$ cat src/rtl/mem_port_arbiter_if.sv
// Bundle of the two cache requester ports and the shared memory block port.
// The arbiter connects through the slave modport; requesters and memory model use master.
interface mem_port_arbiter_if #(
   parameter int ADDR_W  = 10,
   parameter int BLOCK_W = 128
);
   logic               req0;
   logic               read_write0;
   logic [ADDR_W-1:0]  address0;
   logic [BLOCK_W-1:0] writeData0;
   logic               ack0;
   logic [BLOCK_W-1:0] readData0;

   logic               req1;
   logic               read_write1;
   logic [ADDR_W-1:0]  address1;
   logic [BLOCK_W-1:0] writeData1;
   logic               ack1;
   logic [BLOCK_W-1:0] readData1;

   logic               mem_enable;
   logic               mem_read_write;
   logic [ADDR_W-1:0]  mem_address;
   logic [BLOCK_W-1:0] mem_write_data;
   logic [BLOCK_W-1:0] mem_read_data;

   logic               busy;
   logic               owner;

   modport master (
      output req0, read_write0, address0, writeData0,
      input  ack0, readData0,
      output req1, read_write1, address1, writeData1,
      input  ack1, readData1,
      input  mem_enable, mem_read_write, mem_address, mem_write_data,
      output mem_read_data,
      input  busy, owner
   );

   modport slave (
      input  req0, read_write0, address0, writeData0,
      output ack0, readData0,
      input  req1, read_write1, address1, writeData1,
      output ack1, readData1,
      output mem_enable, mem_read_write, mem_address, mem_write_data,
      input  mem_read_data,
      output busy, owner
   );
endinterface

$ cat src/rtl/mem_port_arbiter.sv
// Shared main-memory block-port arbiter/sequencer for the I-cache (port 0) and D-cache (port 1).
// Define ROUND_ROBIN_EN to alternate priority on contention; otherwise port 1 always wins.
module mem_port_arbiter_chk (
   input logic clock,
   input logic reset,
   input logic ack0,
   input logic ack1,
   input logic mem_enable,
   input logic busy
);
   a_ack_exclusive: assert property (@(posedge clock) disable iff (reset) !(ack0 && ack1));
   a_enable_busy:   assert property (@(posedge clock) disable iff (reset) mem_enable |-> busy);
   a_ack_no_enable: assert property (@(posedge clock) disable iff (reset) (ack0 || ack1) |-> !mem_enable);
   a_ack_one_cycle: assert property (@(posedge clock) disable iff (reset) (ack0 || ack1) |=> !(ack0 || ack1));
endmodule

module mem_port_arbiter #(
   parameter int MEM_LATENCY = 4,
   parameter int ADDR_W      = 10,
   parameter int BLOCK_W     = 128
) (
   input  logic              clock,
   input  logic              reset,
   mem_port_arbiter_if.slave bus
);
   typedef enum logic [1:0] {
      IDLE   = 2'd0,
      ACCESS = 2'd1,
      DONE   = 2'd2
   } state_t;

   localparam logic [3:0] LAT_M1 = 4'(MEM_LATENCY - 1);

   state_t             state_r;
   logic [3:0]         cnt_r;
   logic               owner_r;
   logic               busy_r;
   logic               ack0_r;
   logic               ack1_r;
   logic               mem_enable_r;
   logic               mem_rw_r;
   logic [ADDR_W-1:0]  mem_addr_r;
   logic [BLOCK_W-1:0] mem_wdata_r;
   logic [BLOCK_W-1:0] rdata0_r;
   logic [BLOCK_W-1:0] rdata1_r;

   logic               grant_s;
   logic               any_req_s;
   logic               sel_rw_s;
   logic [ADDR_W-1:0]  sel_addr_s;
   logic [BLOCK_W-1:0] sel_wdata_s;

`ifdef ROUND_ROBIN_EN
   logic               ptr_r;

   // Winner select: the pointer breaks ties, a lone requester always wins.
   always_comb begin
      if (bus.req0 && bus.req1) begin
         grant_s = ptr_r;
      end else if (bus.req1) begin
         grant_s = 1'b1;
      end else begin
         grant_s = 1'b0;
      end
   end
`else
   // Winner select: the data cache has fixed priority over the instruction cache.
   always_comb begin
      if (bus.req1) begin
         grant_s = 1'b1;
      end else begin
         grant_s = 1'b0;
      end
   end
`endif

   // Request mux feeding the latch taken on the grant edge.
   always_comb begin
      any_req_s = bus.req0 | bus.req1;
      if (grant_s) begin
         sel_rw_s    = bus.read_write1;
         sel_addr_s  = bus.address1;
         sel_wdata_s = bus.writeData1;
      end else begin
         sel_rw_s    = bus.read_write0;
         sel_addr_s  = bus.address0;
         sel_wdata_s = bus.writeData0;
      end
   end

   // Sequencer: grant, hold the memory port for MEM_LATENCY cycles, then pulse the ack.
   always_ff @(posedge clock) begin
      if (reset) begin
         state_r      <= IDLE;
         cnt_r        <= 4'd0;
         owner_r      <= 1'b0;
         busy_r       <= 1'b0;
         ack0_r       <= 1'b0;
         ack1_r       <= 1'b0;
         mem_enable_r <= 1'b0;
         mem_rw_r     <= 1'b0;
         mem_addr_r   <= {ADDR_W{1'b0}};
         mem_wdata_r  <= {BLOCK_W{1'b0}};
         rdata0_r     <= {BLOCK_W{1'b0}};
         rdata1_r     <= {BLOCK_W{1'b0}};
`ifdef ROUND_ROBIN_EN
         ptr_r        <= 1'b0;
`endif
      end else begin
         case (state_r)
            IDLE: begin
               ack0_r <= 1'b0;
               ack1_r <= 1'b0;
               if (any_req_s) begin
                  state_r      <= ACCESS;
                  cnt_r        <= LAT_M1;
                  owner_r      <= grant_s;
                  busy_r       <= 1'b1;
                  mem_enable_r <= 1'b1;
                  mem_rw_r     <= sel_rw_s;
                  // Memory works on whole 16-byte blocks.
                  mem_addr_r   <= {sel_addr_s[ADDR_W-1:4], 4'b0000};
                  if (sel_rw_s) begin
                     mem_wdata_r <= sel_wdata_s;
                  end
`ifdef ROUND_ROBIN_EN
                  ptr_r        <= ~grant_s;
`endif
               end
            end
            ACCESS: begin
               if (cnt_r == 4'd0) begin
                  state_r      <= DONE;
                  mem_enable_r <= 1'b0;
                  if (owner_r) begin
                     ack1_r <= 1'b1;
                  end else begin
                     ack0_r <= 1'b1;
                  end
                  if (!mem_rw_r) begin
                     if (owner_r) begin
                        rdata1_r <= bus.mem_read_data;
                     end else begin
                        rdata0_r <= bus.mem_read_data;
                     end
                  end
               end else begin
                  cnt_r <= cnt_r - 4'd1;
               end
            end
            DONE: begin
               state_r <= IDLE;
               ack0_r  <= 1'b0;
               ack1_r  <= 1'b0;
               busy_r  <= 1'b0;
            end
            default: begin
               state_r      <= IDLE;
               ack0_r       <= 1'b0;
               ack1_r       <= 1'b0;
               busy_r       <= 1'b0;
               mem_enable_r <= 1'b0;
            end
         endcase
      end
   end

   assign bus.ack0           = ack0_r;
   assign bus.ack1           = ack1_r;
   assign bus.readData0      = rdata0_r;
   assign bus.readData1      = rdata1_r;
   assign bus.mem_enable     = mem_enable_r;
   assign bus.mem_read_write = mem_rw_r;
   assign bus.mem_address    = mem_addr_r;
   assign bus.mem_write_data = mem_wdata_r;
   assign bus.busy           = busy_r;
   assign bus.owner          = owner_r;

   mem_port_arbiter_chk u_chk (
      .clock      (clock),
      .reset      (reset),
      .ack0       (ack0_r),
      .ack1       (ack1_r),
      .mem_enable (mem_enable_r),
      .busy       (busy_r)
   );
endmodule

$ cat src/flat_wrapper.sv
// flat-port wrapper written by rule: the top's interface ports become plain ports
module mem_port_arbiter_flat 
#(
   parameter int MEM_LATENCY = 4,
   parameter int ADDR_W      = 10,
   parameter int BLOCK_W     = 128
)
  (clock, reset, bus_req0, bus_read_write0, bus_address0, bus_writeData0, bus_ack0, bus_readData0, bus_req1, bus_read_write1, bus_address1, bus_writeData1, bus_ack1, bus_readData1, bus_mem_enable, bus_mem_read_write, bus_mem_address, bus_mem_write_data, bus_mem_read_data, bus_busy, bus_owner);
  mem_port_arbiter_if #(.ADDR_W(ADDR_W), .BLOCK_W(BLOCK_W)) bus_i ();
  input  logic clock;
  input  logic reset;
  input wire logic [$bits(bus_i.req0)-1:0] bus_req0;
  input wire logic [$bits(bus_i.read_write0)-1:0] bus_read_write0;
  input wire logic [$bits(bus_i.address0)-1:0] bus_address0;
  input wire logic [$bits(bus_i.writeData0)-1:0] bus_writeData0;
  output wire logic [$bits(bus_i.ack0)-1:0] bus_ack0;
  output wire logic [$bits(bus_i.readData0)-1:0] bus_readData0;
  input wire logic [$bits(bus_i.req1)-1:0] bus_req1;
  input wire logic [$bits(bus_i.read_write1)-1:0] bus_read_write1;
  input wire logic [$bits(bus_i.address1)-1:0] bus_address1;
  input wire logic [$bits(bus_i.writeData1)-1:0] bus_writeData1;
  output wire logic [$bits(bus_i.ack1)-1:0] bus_ack1;
  output wire logic [$bits(bus_i.readData1)-1:0] bus_readData1;
  output wire logic [$bits(bus_i.mem_enable)-1:0] bus_mem_enable;
  output wire logic [$bits(bus_i.mem_read_write)-1:0] bus_mem_read_write;
  output wire logic [$bits(bus_i.mem_address)-1:0] bus_mem_address;
  output wire logic [$bits(bus_i.mem_write_data)-1:0] bus_mem_write_data;
  input wire logic [$bits(bus_i.mem_read_data)-1:0] bus_mem_read_data;
  output wire logic [$bits(bus_i.busy)-1:0] bus_busy;
  output wire logic [$bits(bus_i.owner)-1:0] bus_owner;
  assign bus_i.req0 = bus_req0;
  assign bus_i.read_write0 = bus_read_write0;
  assign bus_i.address0 = bus_address0;
  assign bus_i.writeData0 = bus_writeData0;
  assign bus_ack0 = bus_i.ack0;
  assign bus_readData0 = bus_i.readData0;
  assign bus_i.req1 = bus_req1;
  assign bus_i.read_write1 = bus_read_write1;
  assign bus_i.address1 = bus_address1;
  assign bus_i.writeData1 = bus_writeData1;
  assign bus_ack1 = bus_i.ack1;
  assign bus_readData1 = bus_i.readData1;
  assign bus_mem_enable = bus_i.mem_enable;
  assign bus_mem_read_write = bus_i.mem_read_write;
  assign bus_mem_address = bus_i.mem_address;
  assign bus_mem_write_data = bus_i.mem_write_data;
  assign bus_i.mem_read_data = bus_mem_read_data;
  assign bus_busy = bus_i.busy;
  assign bus_owner = bus_i.owner;
  mem_port_arbiter #(.MEM_LATENCY(MEM_LATENCY), .ADDR_W(ADDR_W), .BLOCK_W(BLOCK_W)) u_core (.clock(clock), .reset(reset), .bus(bus_i));
endmodule
$ cat config.mk
export PLATFORM = sky130hd
export DESIGN_NAME = mem_port_arbiter_flat
export DESIGN_NICKNAME = d
export VERILOG_FILES = /design/src/rtl/mem_port_arbiter_if.sv /design/src/rtl/mem_port_arbiter.sv /design/src/flat_wrapper.sv
export SDC_FILE = /design/constraint.sdc
export NUM_CORES = 1
export LEC_CHECK = 0
export BUFFER_PORTS_ARGS = -buffer_cell sky130_fd_sc_hd__buf_2
export CAP_MARGIN = 20
export CORE_AREA = 2 2 317 319
export CTS_CLUSTER_SIZE = 14
export DETAILED_ROUTE_END_ITERATION = 8
export DIE_AREA = 0 0 319 321
export HOLD_SLACK_MARGIN = 0.02
export PLACE_DENSITY_LB_ADDON = 0.05
export SLEW_MARGIN = 20
export SYNTH_ARGS = -nofsm -noshare
export SYNTH_HDL_FRONTEND = slang
export SYNTH_HIERARCHICAL = 1
export SYNTH_SLANG_ARGS = --single-unit
$ cat constraint.sdc
create_clock -name clock -period 1.7 [get_ports clock]
set_input_delay 0.085 -clock clock [delete_from_list [all_inputs] [get_ports clock]]
set_output_delay 0.085 -clock clock [all_outputs]
set_load 0.05 [all_outputs]
## Word-level counts from Yosys, hierarchy flattened

Index checks and enable logic that the tools add are counted.

| cells by class | value |
|---|---|
| reduce and logical (&&, ||, !) cells | 14 |
| add/subtract/negate cells | 1 |
| mux-type cells | 14 |
| bitwise logic cells | 5 |
| eq/ne operators | 5 |

Operators with widths:

| kind | number |
|---|---|
| 128-bit two-way mux | 1 |
| 10-bit two-way mux | 1 |
| 2-bit AND reduction | 5 |
| 3-bit AND reduction | 3 |
| 4-bit two-way mux | 2 |
| 4-bit case mux with 2 select lines | 1 |
| 4-bit AND reduction | 2 |
| 4-bit logical NOT | 1 |
| 1-bit two-way mux | 4 |
| 2-bit two-way mux | 2 |
| 2-bit by 1-bit inequality test with 1-bit output, second input constant | 2 |
| 1-bit inverter | 4 |
| 2-bit case mux with 2 select lines | 1 |
| 4-bit by 1-bit subtractor with 4-bit output, second input constant | 1 |
| 1-bit case mux with 3 select lines | 1 |
| 2-bit by 1-bit == test with 1-bit output, second input constant | 1 |
| 2-bit == test, second input constant | 1 |
| 2-bit logical NOT | 1 |
| 2-bit inequality test, second input constant | 1 |
| 1-bit case mux with 2 select lines | 1 |
| 2-bit nonzero test | 1 |
| 2-bit OR reduction | 1 |
| 1-bit OR | 1 |

| storage, ports and cells | value |
|---|---|
| input port bits | 410 |
| register bits | 402 |

## Depth between registers and ports, before layout

Gate-level depths: netlist of the first run.

| depth | value |
|---|---|
| depth after elaboration | 3 |
| depth in mapped cells | 8 |
| depth with buffers taken out | 5 |

## Worst setup path after synthesis of the first run

No wires, ideal clock.

| path | value |
|---|---|
| kind | register -> register |
| from | reg u_core.mem_rw_r (netlist: u_core/bus.mem_read_write) |
| to | reg u_core.rdata1_r[105] (netlist: u_core/bus.readData1[105]) |
| period minus slack after synthesis | 1900 ps |
| required time | 1584 ps |
| cell stages (with the launch flop) | 7 |
| setup time | 116 ps |
| slack | -200 ps |
| arrival time | 1784 ps |
| path through | dfxtp_1 > or3b_1 > clkbuf_1 > clkbuf_1 > buf_1 > nor4_1 > a31o_2 |

| on the way | value |
|---|---|
| cells in the longest elaborated chain, start to end | 2 |

Ends and longest elaborated chain:

| what | line | text |
|---|---|---|
| from (decl) | mem_port_arbiter.sv:41 | `logic mem_rw_r;` |
| from (signal assigned) | mem_port_arbiter.sv:120 | `mem_rw_r <= sel_rw_s;` |
| 1-bit inverter (no source line) | n/a |  |
| 4-bit AND reduction (no source line) | n/a |  |
| to (signal assigned) | mem_port_arbiter.sv:105 | `rdata1_r <= {BLOCK_W{1'b0}};` |
| to (signal assigned) | mem_port_arbiter.sv:142 | `rdata1_r <= bus.mem_read_data;` |
| to (decl) | mem_port_arbiter.sv:45 | `logic [BLOCK_W-1:0] rdata1_r;` |

No other way between the ends.
A chain may end at the register's enable or synchronous reset.

## Final worst setup path of the first run

| path | value |
|---|---|
| from | reg u_core.cnt_r[0] |
| to | reg u_core.rdata0_r[80] (netlist: u_core/bus.readData0[80]) |

| on the way | value |
|---|---|
| cells in the longest elaborated chain, start to end | 2 |

Ends and longest elaborated chain:

| what | line | text |
|---|---|---|
| from (decl) | mem_port_arbiter.sv:35 | `logic [3:0] cnt_r;` |
| from (signal assigned) | mem_port_arbiter.sv:148 | `cnt_r <= cnt_r - 4'd1;` |
| 4-bit logical NOT | mem_port_arbiter.sv:132 | `if (cnt_r == 4'd0) begin` |
| 4-bit AND reduction (no source line) | n/a |  |
| to (signal assigned) | mem_port_arbiter.sv:104 | `rdata0_r <= {BLOCK_W{1'b0}};` |
| to (signal assigned) | mem_port_arbiter.sv:144 | `rdata0_r <= bus.mem_read_data;` |
| to (decl) | mem_port_arbiter.sv:44 | `logic [BLOCK_W-1:0] rdata0_r;` |

No other way between the ends.

==> metrics.yaml, run 1 <==
synth.avg_cell_area_sq_um: 9.07
maxSlewViolCount: 0
synth_common_cells: "dfxtp_1 (402), a21oi_1 (267), clkbuf_1 (183)"
ys_types: 45
synth-seq-area-share_pct: 43.6
path_clk_slew_ns: 0.06
route.vias.total: 21100
grt_max_degree: 109
htreeDepth: 2
nets: 3564
cts_tree: "done"
p_leak_uw: 0.0130
initial_core_util_pct: 18.6
synth_top_area_share_pct: 43.6
drc: 0
syn_area_sq_um: 18500
ios: 810
worstPathArrival_ns: 2.29
drtIter0Drc: 1142
finalHoldViolations: 0
routedWlPerCell_um: 22.9
portBuffers: 797
drive_above_1_share_pct: 42.4
cts_sinks: 402
antenna_left: 0
drv_cap: 0
p_per_area_nw_per_um2: 1040
dpl.hpwl_mm: 69.2
setup_violations: 224
period_share_pct: 106
synth_edf_count: 0
die_x_um: 319
final_core_util_pct: 31.9
core_area_sq_um: 99300
violations: "negative setup slack"
path_buf_inv: 3
crit_top_cell: "buf_12"
cp.required_ns: 2.19
finalWorstSetupSlack_ns: -0.103
cts_buffer_depth: 3
status: "complete, but fails checks"
yosysWarnings: 6
grt_util_all_layers_pct: 18.7
finalWeightedCongestion: 0.801
die_area_sq_um: 102000
synth_most_common_cell: "dfxtp_1"
overflow: 0
num_rows: 116
startpoint_type: "register"
whs_ns: 0.0877
ys_ff_latch: 402
syn_inst: 2036
cts_buffers: 55
crit_chain: "inv_2 > ha_4 > or3b_4 > buf_12 > buf_12 > o31ai_1 > a21oi_1"
finalClockSkew_ns: 0.0199
viasPerCell: 4.69
grt_pass1_wl_mm: 147
final_cells: 4497
fin_crit_ns: 1.80
grt_pass1_vias: 21500
insertion_delay_ns: 0.63
synth_area_leaders: "dfxtp_1 (44%), a221oi_2 (8.9%), a21oi_1 (7.2%), o31ai_1 (5.2%), nand2b_1 (4.4%)"
final_area_sq_um: 31700
synthFlopType: "dfxtp_1"
cp_max_fo: 20
die-height_um: 321
critical_path.endpoint_type: "register"
max-vdd-ir-drop_uv: 655
placed_area_sq_um: 24500
slew-limit-headroom_pct: 51.6
antenna_found_initial: 11
place_ws_ns: -0.134
cts-root-buf: "clkbuf_16"
slowest_stage: "or3b_4"
max_freq_ghz: 0.555
path_class: "reg2reg"
area_growth_pct: 71.4
fillers: 10500
cpLargestDelayFamily: "buffers and inverters"
yosysTopAreaCell: "dfxtp_1"
place_inst: 3974
hp-class: "in2reg"
rsz0062_at_grt: "yes"
synth_async_sr_flop_share_pct: 0
wl_mm: 103
cpPeakStageDelay_ns: 0.44
dr.pass1.iters: 7
timing_worst_slew_pin_value_ns: 0.726
==> sequential cells by signal (all words and copies together), names as in the netlist, 2 cells and up <==
| signal | count |
|---|---|
| u_core/bus.mem_write_data | 128 |
| u_core/bus.readData1 | 128 |
| u_core/bus.readData0 | 128 |
| u_core/state_r | 2 |
| u_core/cnt_r | 4 |
| u_core/bus.mem_address | 6 |
==> metal layers <==
layer  wire length, um  track usage (%)
met1             43100             22.4
met2             50400             32.7
met3              6350             4.44
met4              3060             6.43
met5                40                0
==> worst reg2reg max path, delay by kind of cell (launching register included) <==
kind | cells | cell delay (ns)
and+or+nand+nor | 1 | 0.44
adders and majority gates | 1 | 0.14
buffers and inverters | 3 | 0.46
DFF | 1 | 0.32
AOI/OAI and AO/OA | 2 | 0.31
==> cells in the final DEF, fill, tap and decap left out, types with 7 or more instances in the layout <==
cell             n
buf_2          795
dlygate4sd3_1  399
dfxtp_1        397
a21oi_1        266
inv_1          130
nand2b_1       129
nand4_1        128
o21ai_0        127
a221oi_2       110
a31o_2          83
o31ai_1         80
nor4_1          66
clkbuf_16       63
buf_4           63
buf_12          55
nor4_2          53
o31ai_2         45
a31o_1          39
clkbuf_8        19
a221oi_1        18
clkbuf_1        11
buf_16           9
buf_6            9
nor4_4           9
diode_2          8
mux2i_1          7
a211oi_1         7
==> worst paths after layout <==
kind / startpoint / end / slack (ns) / cells past startpoint
setup / recovery: u_core/cnt_r[0]$_SDFFE_PP0P_ / u_core/bus.readData0[80]$_SDFFE_PP0P_ / -0.10 / 7
setup reg to reg: u_core/cnt_r[0]$_SDFFE_PP0P_ / u_core/bus.readData0[80]$_SDFFE_PP0P_ / -0.10 / 7
hold / removal: bus_read_write1 / u_core/bus.mem_write_data[103]$_SDFFE_PP0P_ / 0.09 / 4
hold reg to reg: u_core/bus.mem_write_data[8]$_SDFFE_PP0P_ / u_core/bus.mem_write_data[8]$_SDFFE_PP0P_ / 0.45 / 2
==> cell families after synthesis <==
family / after synthesis / share of synthesized area (%)
compound gates: 799 / 32.6
buf+inv: 415 / 9.48
simple gates: 411 / 13.8
flops: 402 / 43.6
mux: 7 / 0.380
fa+ha+maj: 1 / 0.0678
other cells: 1 / 0.0203
==> final cells by class <==
class	count	area [sq um]	area share, %
Antenna cell	8	20.0	0.0632
Clock buffer	87	1730	5.46
Clock inverter	8	82.6	0.261
Inverter	134	515	1.63
Multi-Input combinational cell	1222	9530	30.1
Sequential cell	402	8060	25.5
Tap cell	1298	1620	5.13
Timing Repair Buffer	1338	10100	31.9
==> per-stage QoR <==
step / power (uW) / TNS (ns)
after floorplan: 16400 / -0.495
after global placement: 20000 / -7.31
after detailed placement: 20000 / -8.72
after CTS: 33400 / -8.74
after global routing: 34400 / -26.43
final: 33000 / -9.30
==> where the power goes <==
| part | total (uW) | internal [uW] | switching (uW) |
|---|---|---|---|
| clock network | 11800 | 7040 | 4750 |
| registers | 10500 | 10100 | 386 |
| logic | 10700 | 3550 | 7190 |
==> repair_timing <==
item	CTS	global route
endpoints found under the hold margin	392	0
gates cloned	7	6
pin swaps	2	7
hold buffers	399	0
setup buffers	9	0
setup endpoints to repair	235	259
resized for setup	93	64
Note: power is estimated with default switching activity, not from simulation.
==> run 2, diff against run 1 <==
==> constraint.sdc (replaced) <==
create_clock -name clock -period 1.61 [get_ports clock]
set_input_delay 0.0805 -clock clock [delete_from_list [all_inputs] [get_ports clock]]
set_output_delay 0.0805 -clock clock [all_outputs]
set_load 0.05 [all_outputs]
==> run 2 against run 1 <==
  * The flow finishes with violations (design-rule violations, negative setup slack)
  * Worst hold slack worse by 0.0067 ns
  * Core utilization is 0.56 points higher
  * Routed wire length is 4.7% higher
  * Via count is 1.9% higher
  * Critical path type unchanged
  * Clock skew is 0.0096 ns higher
  * Non-clock buffer count is 15 higher
  * Sequential share of layout area is 0.44 points lower
  * Largest cell class unchanged
==> metrics.yaml, run 2 (synthesis gave the netlist of run 1 again) <==
viasPerCell: 4.77
violations: "design-rule violations, negative setup slack"
drtIter0Drc: 1363
final_cells: 4513
cts-root-buf: "clkbuf_16"
period_share_pct: 116
setup_violations: 316
hold_end: "u_core/bus.mem_write_data[17]$_SDFFE_PP0P_"
grt_pass1_wl_mm: 152
route.vias.total: 21500
grt_max_degree: 82
startpoint: "u_core/cnt_r[1]$_SDFFE_PP0P_"
multiInputGateArea_sq_um: 10000
die_x_um: 319
wl_mm: 108
htreeDepth: 2
portBuffers: 797
maxSlewViolCount: 0
antenna_found_initial: 12
finalHoldViolations: 0
startpoint_type: "register"
final_area_sq_um: 32200
fin_crit_ns: 1.86
ios: 810
finalClockSkew_ns: 0.0295
num_rows: 116
grt_util_all_layers_pct: 19.5
cp.required_ns: 2.11
routedWlPerCell_um: 23.9
path_clk_slew_ns: 0.06
place_inst: 3988
die-height_um: 321
worstPathArrival_ns: 2.36
dpl.hpwl_mm: 71.8
fillers: 10600
rsz0062_at_grt: "yes"
nets: 3578
drc: 1
final_cell_mix: "buf_2 (795), dfxtp_1 (398), dlygate4sd3_1 (392), a21oi_1 (267)"
reg2reg_depth: 7
finalWorstSetupSlack_ns: -0.252
cp_max_fo: 41
area_growth_pct: 74.5
cts_buffers: 54
hp-class: "in2reg"
placed_area_sq_um: 24800
finalWeightedCongestion: 0.815
overflow: 0
max_freq_ghz: 0.537
initial_core_util_pct: 18.6
timing_worst_slew_pin_value_ns: 0.755
rr_endpoint: "u_core/bus.readData0[80]$_SDFFE_PP0P_"
cts_buffer_depth: 3
grt_pass1_vias: 22100
cts_tree: "done"
antenna_left: 0
max-vdd-ir-drop_uv: 694
p_per_area_nw_per_um2: 1080
die_area_sq_um: 102000
core_area_sq_um: 99300
seqCellArea_sq_um: 8060
p_leak_uw: 0.0131
slew-limit-headroom_pct: 49.7
reg2reg_setup_slack_ns: -0.25
insertion_delay_ns: 0.64
drive_above_1_share_pct: 45.1
critical_path.endpoint_type: "register"
path_class: "reg2reg"
cts_sinks: 402
dr.pass1.iters: 8
worstHoldStart: "bus_writeData1[17]"
r2r-start: "u_core/cnt_r[1]$_SDFFE_PP0P_"
layout_commonest_cell: "buf_2"
drv_cap: 0
status: "complete, but fails checks"
hold_depth: 3
## run 2: cell types whose count changed in the layout (fill, tap and decap cells not counted), moves of 7 or more
| cell | before | now |
|---|---|---|
| o31ai_2 | 45 | 82 |
| buf_4 | 63 | 87 |
| buf_12 | 55 | 44 |
| nor4_2 | 53 | 88 |
| dlygate4sd3_1 | 399 | 392 |
| nor4_1 | 66 | 25 |
| o31ai_1 | 80 | 42 |
## run 2: metrics by stage
step	setup slack (ns)	TNS [ns]	utilization [%]	power [uW]	hold slack (ns)
6_report	-0.252	-47.02	32.4	34800	0.0810
5_1_grt	-0.343	-78.66	32.4	36400	0.103
4_1_cts	-0.271	-54.55	31.4	34900	0.0226
3_5_place_dp	-0.266	-48.29	25.0	21200	0.376
3_3_place_gp	-0.249	-49.45	25.0	21200	0.372
2_1_floorplan	-0.0776	-12.83	-	17700	0.248
## run 2: per-layer routing
layer	wire (um)	part of all wire (%)	vias to the layer above	track usage [%]
li1	-	-	9995	-
met1	45100	42	10600	23.6
met2	53900	50	741	34.5
met3	6330	5.9	129	4.22
met4	2500	2.3	2	5.59
met5	13	0.012	-	0
## run 2: what timing repair did
action / in CTS / in global routing
hold buffers: 392 / 0
endpoints found under the setup margin: 336 / 372
cloned: 8 / 11
resized for setup: 68 / 127
buffers inserted: 7 / 3
endpoints found under the hold margin: 386 / 0
pin swaps: 0 / 14
## run 2: area by class of cell
| class | instances | area share (%) |
|---|---|---|
| diodes | 10 | 0.0777 |
| multi-input cells | 1222 | 31.2 |
| repair buffers | 1353 | 31.7 |
| clock buffers | 87 | 5.11 |
| clock inverters | 7 | 0.245 |
| well taps | 1298 | 5.04 |
| flip-flops and latches | 402 | 25.0 |
| inverters | 134 | 1.60 |
## run 2: critical path, stage by stage (launching register included)
cell     delay (ns)
dfxtp_2        0.32
inv_2          0.06
ha_4           0.13
or3b_4         0.45
buf_12         0.20
buf_12         0.20
o31ai_2        0.21
a21oi_1        0.09
## run 2: power breakdown
group,leakage [uW],switching [uW],internal [uW]
clock,0.000850,4930,7090
sequential,0.00327,431,10700
combinational,0.00895,7920,3820
total,0.0131,13300,21600
## run 2: worst max path at each step
stage,to,slack [ns],depth (start not counted)
CTS,u_core/bus.readData1[33]$_SDFFE_PP0P_,-0.27,7
detailed placement,u_core/bus.readData1[21]$_SDFFE_PP0P_,-0.27,7
finish,u_core/bus.readData0[80]$_SDFFE_PP0P_,-0.25,7
floorplan,u_core/bus.readData0[10]$_SDFFE_PP0P_,-0.08,8
global placement,u_core/bus.readData1[21]$_SDFFE_PP0P_,-0.25,7
global route,u_core/bus.readData0[82]$_SDFFE_PP0P_,-0.34,7
